==> config.mk <==
export PLATFORM = sky130hd
export DESIGN_NAME = mem_access_unit
export DESIGN_NICKNAME = d
export VERILOG_FILES = /design/src/rtl/mem_access_unit.sv
export SDC_FILE = /design/constraint.sdc
export NUM_CORES = 1
export LEC_CHECK = 0
export ABC_AREA = 1
export BUFFER_PORTS_ARGS = -buffer_cell sky130_fd_sc_hd__buf_2
export CORE_AREA = 2 2 148 150
export CTS_CLUSTER_SIZE = 8
export DETAILED_ROUTE_END_ITERATION = 8
export DIE_AREA = 0 0 150 152
export SLEW_MARGIN = 20
export SYNTH_ARGS = -nofsm -noshare
export SYNTH_HDL_FRONTEND = slang
export SYNTH_SLANG_ARGS = --single-unit
==> constraint.sdc <==
create_clock -name clk -period 2 [get_ports clk]
set_input_delay 0.3 -clock clk [delete_from_list [all_inputs] [get_ports clk]]
set_output_delay 0.3 -clock clk [all_outputs]
set_load 0.02 [all_outputs]
==> src/rtl/mem_access_unit.sv <==
// mem_access_unit: memory stage of the RISC-V core, between execute and
// write-back. Loads and stores run as req/gnt/rvalid transactions on the
// data memory bus. Upstream is stalled until each access completes.
// Non-memory ops reach write-back after one registered cycle.
//
// Ports:
//   clk, rst            clock (rising edge), synchronous active-high reset
//   ex_valid_i          execute-stage outputs valid
//   ALUop_i             op code (10xxx loads, 110xx stores, others non-memory)
//   MemAddr_i           byte address of the access
//   StoreData_i         store source value
//   WriteDataNum_i      destination register
//   WriteReg_i          register write enable
//   WriteData_i         ALU result for non-memory ops
//   stall_o             upstream must hold its inputs stable
//   dmem_*              data memory bus (word address, byte enables,
//                       lane-replicated store data, gnt/rvalid handshake)
//   wb_valid_o          write-back outputs valid (1-cycle pulse)
//   WriteReg_o          register file write enable
//   WriteDataNum_o      destination register
//   WriteData_o         write-back data
//   misalign_o          1-cycle pulse: misaligned access rejected
//   bus_err_o           1-cycle pulse: access aborted on timeout
module mem_access_unit #(
   parameter int unsigned TIMEOUT_CYCLES = 255
) (
   input  logic        clk,
   input  logic        rst,
   input  logic        ex_valid_i,
   input  logic [4:0]  ALUop_i,
   input  logic [31:0] MemAddr_i,
   input  logic [31:0] StoreData_i,
   input  logic [4:0]  WriteDataNum_i,
   input  logic        WriteReg_i,
   input  logic [31:0] WriteData_i,
   output logic        stall_o,
   output logic        dmem_req_o,
   output logic        dmem_we_o,
   output logic [31:0] dmem_addr_o,
   output logic [3:0]  dmem_be_o,
   output logic [31:0] dmem_wdata_o,
   input  logic        dmem_gnt_i,
   input  logic        dmem_rvalid_i,
   input  logic [31:0] dmem_rdata_i,
   output logic        wb_valid_o,
   output logic        WriteReg_o,
   output logic [4:0]  WriteDataNum_o,
   output logic [31:0] WriteData_o,
   output logic        misalign_o,
   output logic        bus_err_o
);

   typedef enum logic [1:0] {IDLE, REQ, WAIT} state_t;

   // Last count value in REQ+WAIT before the access is abandoned.
   localparam logic [7:0] TMO_LAST = 8'(TIMEOUT_CYCLES - 1);

   state_t      state;
   logic [7:0]  tmo_cnt;
   // Latched op: [3] store, [2] unsigned load, [1:0] size (00 B, 01 H, 10 W)
   logic [3:0]  op_q;
   logic [1:0]  lsb_q;
   logic [4:0]  rd_q;
   logic        wen_q;

   logic        is_mem;
   logic        is_store;
   logic        misaligned;
   logic [3:0]  be_n;
   logic [31:0] wdata_n;
   logic [31:0] rshift;
   logic [31:0] load_val;
   logic        store_done;
   logic        load_done;
   logic        tmo_hit;

   // Op decode and alignment check on the incoming execute-stage op.
   always_comb begin
      is_mem = 1'b0;
      case (ALUop_i)
         5'b10000, 5'b10001, 5'b10010, 5'b10100, 5'b10101,
         5'b11000, 5'b11001, 5'b11010: is_mem = 1'b1;
         default:                      is_mem = 1'b0;
      endcase
      is_store   = ALUop_i[3];
      misaligned = ((ALUop_i[1:0] == 2'b01) && MemAddr_i[0]) ||
                   ((ALUop_i[1:0] == 2'b10) && (MemAddr_i[1:0] != 2'b00));
   end

   // Byte enables and lane-replicated store data by access width.
   always_comb begin
      case (ALUop_i[1:0])
         2'b00: begin
            be_n    = 4'b0001 << MemAddr_i[1:0];
            wdata_n = {4{StoreData_i[7:0]}};
         end
         2'b01: begin
            be_n    = MemAddr_i[1] ? 4'b1100 : 4'b0011;
            wdata_n = {2{StoreData_i[15:0]}};
         end
         default: begin
            be_n    = 4'b1111;
            wdata_n = StoreData_i;
         end
      endcase
   end

   // Load lane select: shift the addressed byte/half down to bit 0, then
   // sign- or zero-extend. Words are always aligned, so the shift is 0.
   always_comb begin
      rshift = dmem_rdata_i >> {lsb_q, 3'b000};
      case (op_q[1:0])
         2'b00:   load_val = op_q[2] ? {24'b0, rshift[7:0]}
                                     : {{24{rshift[7]}}, rshift[7:0]};
         2'b01:   load_val = op_q[2] ? {16'b0, rshift[15:0]}
                                     : {{16{rshift[15]}}, rshift[15:0]};
         default: load_val = rshift;
      endcase
   end

   always_comb begin
      store_done = (state == REQ) && dmem_gnt_i && op_q[3];
      load_done  = (state == WAIT) && dmem_rvalid_i;
      tmo_hit    = (tmo_cnt == TMO_LAST);
   end

   // Completion (or abort) releases the stall in the same cycle so that
   // upstream advances on the edge that ends the access.
   always_comb begin
      case (state)
         IDLE:    stall_o = ex_valid_i && is_mem && !misaligned;
         default: stall_o = !(store_done || load_done || tmo_hit);
      endcase
   end

   always_ff @(posedge clk) begin
      if (rst) begin
         state          <= IDLE;
         tmo_cnt        <= '0;
         op_q           <= '0;
         lsb_q          <= '0;
         rd_q           <= '0;
         wen_q          <= 1'b0;
         wb_valid_o     <= 1'b0;
         WriteReg_o     <= 1'b0;
         WriteDataNum_o <= '0;
         WriteData_o    <= '0;
         misalign_o     <= 1'b0;
         bus_err_o      <= 1'b0;
         dmem_req_o     <= 1'b0;
         dmem_we_o      <= 1'b0;
         dmem_addr_o    <= '0;
         dmem_be_o      <= '0;
         dmem_wdata_o   <= '0;
      end else begin
         wb_valid_o <= 1'b0;
         misalign_o <= 1'b0;
         bus_err_o  <= 1'b0;
         case (state)
            IDLE: begin
               if (ex_valid_i) begin
                  if (!is_mem) begin
                     wb_valid_o     <= 1'b1;
                     WriteReg_o     <= WriteReg_i && (WriteDataNum_i != 5'd0);
                     WriteDataNum_o <= WriteDataNum_i;
                     WriteData_o    <= WriteData_i;
                  end else if (misaligned) begin
                     wb_valid_o     <= 1'b1;
                     misalign_o     <= 1'b1;
                     WriteReg_o     <= 1'b0;
                     WriteDataNum_o <= WriteDataNum_i;
                     WriteData_o    <= '0;
                  end else begin
                     op_q         <= ALUop_i[3:0];
                     lsb_q        <= MemAddr_i[1:0];
                     rd_q         <= WriteDataNum_i;
                     wen_q        <= WriteReg_i;
                     dmem_req_o   <= 1'b1;
                     dmem_we_o    <= is_store;
                     dmem_addr_o  <= {MemAddr_i[31:2], 2'b00};
                     dmem_be_o    <= be_n;
                     dmem_wdata_o <= is_store ? wdata_n : '0;
                     tmo_cnt      <= '0;
                     state        <= REQ;
                  end
               end
            end
            REQ: begin
               if (store_done) begin
                  dmem_req_o     <= 1'b0;
                  wb_valid_o     <= 1'b1;
                  WriteReg_o     <= 1'b0;
                  WriteDataNum_o <= rd_q;
                  WriteData_o    <= '0;
                  state          <= IDLE;
               end else if (tmo_hit) begin
                  dmem_req_o     <= 1'b0;
                  wb_valid_o     <= 1'b1;
                  bus_err_o      <= 1'b1;
                  WriteReg_o     <= 1'b0;
                  WriteDataNum_o <= rd_q;
                  WriteData_o    <= '0;
                  state          <= IDLE;
               end else begin
                  tmo_cnt <= tmo_cnt + 8'd1;
                  if (dmem_gnt_i) begin
                     dmem_req_o <= 1'b0;
                     state      <= WAIT;
                  end
               end
            end
            WAIT: begin
               if (load_done) begin
                  wb_valid_o     <= 1'b1;
                  WriteReg_o     <= wen_q && (rd_q != 5'd0);
                  WriteDataNum_o <= rd_q;
                  WriteData_o    <= load_val;
                  state          <= IDLE;
               end else if (tmo_hit) begin
                  wb_valid_o     <= 1'b1;
                  bus_err_o      <= 1'b1;
                  WriteReg_o     <= 1'b0;
                  WriteDataNum_o <= rd_q;
                  WriteData_o    <= '0;
                  state          <= IDLE;
               end else begin
                  tmo_cnt <= tmo_cnt + 8'd1;
               end
            end
            default: state <= IDLE;
         endcase
      end
   end

endmodule

==> flow_results.org <==
** Outcome
- Result of the run :: finished, final reports clean

** Drt
- DRT Wirelength :: 26.14 mm
- In the final routed layout, each cell accounts on average for 15.18 um.
- For this run, the detailed router's first-pass iteration total came to 5.
- DRC violation count after routing :: 0
- Summing over every cut layer, the via total after detailed routing is 8550.
- Drt first-iter violations :: 508
- Vias per inst :: 4.965
- Final antenna-violating net count :: 0

** GRT
- Initial antenna violation count :: 4
- Tot GR Track Use :: 0.2262
- Wire length of the first global-routing pass :: 40.88 mm
- The via count of the first global-routing pass came to 7708.
- Maximum number of pins on one net before global-route repair :: 48
- Global routing finished with a remaining overflow of 0.

** Synthesis
- Of all flip-flops after synthesis, the portion carrying an async set or reset was 0.
- Of all cell types, the one taking the most synthesized area is dfxtp_1.
- Yosys attributes the largest share of cell area to dfxtp_1 (35%), nand2_1 (16%), nor2_1 (10%).
- Counting instances in the post-synthesis netlist gives the leading cell types as nand2_1 (318), nor2_1 (205), nand3_1 (138).
- Synthesis handed over a netlist of 1200 instances.
- Top cell type's share of synthesized area :: 0.3537
- Among all flip-flop cells after synthesis, the most frequent one is dfxtp_1.
- By area, the combinational part of the netlist is dominated by simple AND/OR/NAND/NOR gates.
- Sequential area share after synthesis :: 0.3537
- Most numerous cell in the Yosys netlist :: nand2_1
- Syn. warnings :: 0
- Multiplexer area fraction after synthesis :: 0
- Of the total synthesized cell area, the portion taken by AND, OR, NAND and NOR gates is 0.4091.
- Synth Area in Compound Gates :: 0.1212
- Xor and xnor fraction of the mapped netlist area :: 0.003571
- Of the total synthesized cell area, the portion taken by full adders, half adders and majority gates is 0.01020.
- Number of different library cells in the post-synthesis netlist :: 32
- Number of synthesized flops with an enable pin :: 0
- Post-synthesis sequential element count :: 130
- A synthesized cell averages 6.132 um^2.
- The synthesized netlist occupies a cell area of 7358 um^2.

** Setup path
- The worst setup path is captured at an output pin.
- Data on the critical path arrives at its endpoint at 1660 ps.
- WS Path Type :: register to output pin
- Nature of the critical path startpoint :: register
- Along the worst path, the maximum fanout reaches 4.
- Data on the critical path is required at its endpoint by 1700 ps.

** Pwr
- In this run the power density over the cells is 1247 nW/um^2.
- Leak :: 4.746 nW
- The completed layout was analyzed and its total power is 11.98 mW.
- Worst IR Drop VDD :: 0.0009883 V

** Floorplan
- Die Area :: 22800 um^2
- Initial core utilization :: 0.3446
- The core region is 21350 um^2.
- Pin placement for this block handled 256 I/O pins.
- Row count :: 54
- Height of the die :: 152 um
- The floorplan step set the die width to 150 um.

** CTS
- No sink is reached through more buffers than the 2 on the longest clock path.
- Cts bufs inserted :: 17
- Number of hold-repair buffers added at the cts stage :: 0
- Worst skew pair latency :: 420 ps
- Clock tree synthesis selected as its root buffer the cell clkbuf_16.
- Reg clk slew, reported paths :: 60 ps
- CTS tree :: done
- Max H-tree Level :: 4
- Clock tree synthesis found a total of 130 sinks.

** Layout
- Filler instances :: 2376
- Area Growth Syn to Fin :: 30.57%
- After the last flow step, the layout net total stands at 1580.
- In the final layout, the share of cells above drive strength 1 is 0.2469.
- The number of antenna diodes in the final layout is 0.

** Place
- Summed over all nets, the half-perimeter wirelength after detailed placement is 18.98 mm.
- Weighted congestion reported at the end of routability-driven placement :: 0.8869
- In this run the tool buffered the top-level ports with 253 buffer cells.

** Run
- The tool flagged a number of max-cap violations equal to 0.

** STA
- In the finished design, the share of the clock period the worst path needs comes to 0.9801.
- Minimum clock period :: 1960 ps
- Setup repair after global routing could not meet its margin everywhere.
- Number of pins exceeding their max-slew limit in the final report :: 0
- In this run the tightest slew margin relative to its limit is 0.5203.
- Post-route clock skew :: 15.03 ps
- Hold_ws :: 124.0 ps
- At the pin with the least slew margin, the transition time is 718.7 ps.
- Endpoints failing setup :: 0
- Maximum achievable frequency :: 0.5101 GHz
- Fin. Hold Viols :: 0

** Worst hold path
- HP Class :: input port to register
## flip-flops by register name (all words and copies together), names as in the netlist, 2 cells and up
name            cells
WriteData_o        32
dmem_wdata_o       32
dmem_addr_o        30
tmo_cnt             8
WriteDataNum_o      5
rd_q                5
dmem_be_o           4
op_q                3
lsb_q               2
state               2
## path summary, 6_finish.rpt
| path | depth (start not counted) | to | start | slack (ps) |
|---|---|---|---|---|
| max reg2reg | 8 | WriteData_o[19] | state[0] | 120 |
| max | 6 | stall_o | state[0] | 40 |
| min | 3 | dmem_addr_o[19] | MemAddr_i[19] | 120 |
| min reg2reg | 2 | dmem_be_o[3] | dmem_be_o[3] | 460 |
## area by class of cell
| type | count | area (um^2) | area share |
|---|---|---|---|
| Clock buffer | 21 | 460.4 | 0.04792 |
| Tap cell | 280 | 350.3 | 0.03646 |
| Sequential cell | 130 | 2606 | 0.2713 |
| Timing Repair Buffer | 296 | 1687 | 0.1755 |
| Multi-Input combinational cell | 896 | 4036 | 0.4201 |
| Inverter | 89 | 334.1 | 0.03477 |
| Clock inverter | 10 | 133.9 | 0.01393 |
## routing by layer
| metal | part of all wire | global-route usage |
|---|---|---|
| met4 | 0.023 | 0.07772 |
| met5 | 0.0022 | 0 |
| met3 | 0.083 | 0.05706 |
| met2 | 0.46 | 0.3614 |
| met1 | 0.43 | 0.2959 |
## what timing repair did
item / 4_1_cts / 5_1_grt
resized for setup: 6 / 7
endpoints found under the setup margin: 1 / 21
setup buffers: 0 / 1
pin swaps: 0 / 2
## metrics by stage
stage / setup slack [ps] / setup TNS, ps / cells / utilization / instance area (um^2)
2_1_floorplan: 20.08 / 0 / 1201 / - / 7362
3_3_place_gp: 42.04 / 0 / 1690 / 0.4200 / 8967
3_5_place_dp: 36.48 / 0 / 1690 / 0.4200 / 8967
4_1_cts: 21.01 / 0 / 1721 / 0.4485 / 9575
5_1_grt: -44.55 / -452.3 / 1722 / 0.4500 / 9608
6_report: 39.78 / 0 / 1722 / 0.4500 / 9608
## layout by cell type, fill, tap and decap left out, types with 3 or more instances in the layout
| master | count |
|---|---|
| clkbuf_16 | 17 |
| o22ai_1 | 3 |
| bufinv_16 | 3 |
| ha_1 | 5 |
| o21ai_0 | 67 |
| nand2_2 | 3 |
| nand4_1 | 28 |
| nor3_1 | 8 |
| nor2_1 | 204 |
| nand3_2 | 6 |
| inv_1 | 82 |
| dfxtp_1 | 127 |
| nand2_1 | 317 |
| dfxtp_2 | 3 |
| buf_12 | 7 |
| clkinv_2 | 4 |
| buf_2 | 252 |
| nand3_1 | 136 |
| or2_2 | 3 |
| buf_4 | 35 |
| nor2_2 | 3 |
| a21oi_1 | 93 |
| o221ai_1 | 5 |
| inv_2 | 5 |
## critical path: stages, from the launching register on
cell and delay [ps]:
dfxtp_2 350, inv_1 60, ha_1 250, nand2_2 140
nand3_2 110, o21ai_2 200, buf_6 140
## power by group
| group | internal (mW) | leakage [nW] | switching (mW) |
|---|---|---|---|
| sequential | 3.11 | 1.06 | 0.391 |
| combinational | 1.81 | 3.40 | 3.47 |
| clock | 2.01 | 0.289 | 1.18 |
## cell families (layout without fill, tap and decap cells)
logic type,count (synthesis),after routing
xor gates and xnor gates,3,3
DFF,130,130
buffers and inverters,175,416
adders and majority gates,6,6
and+or+nand+nor,713,713
AOI/OAI and AO/OA,172,172
other,1,2
Note: power is estimated with default switching activity, not from simulation.
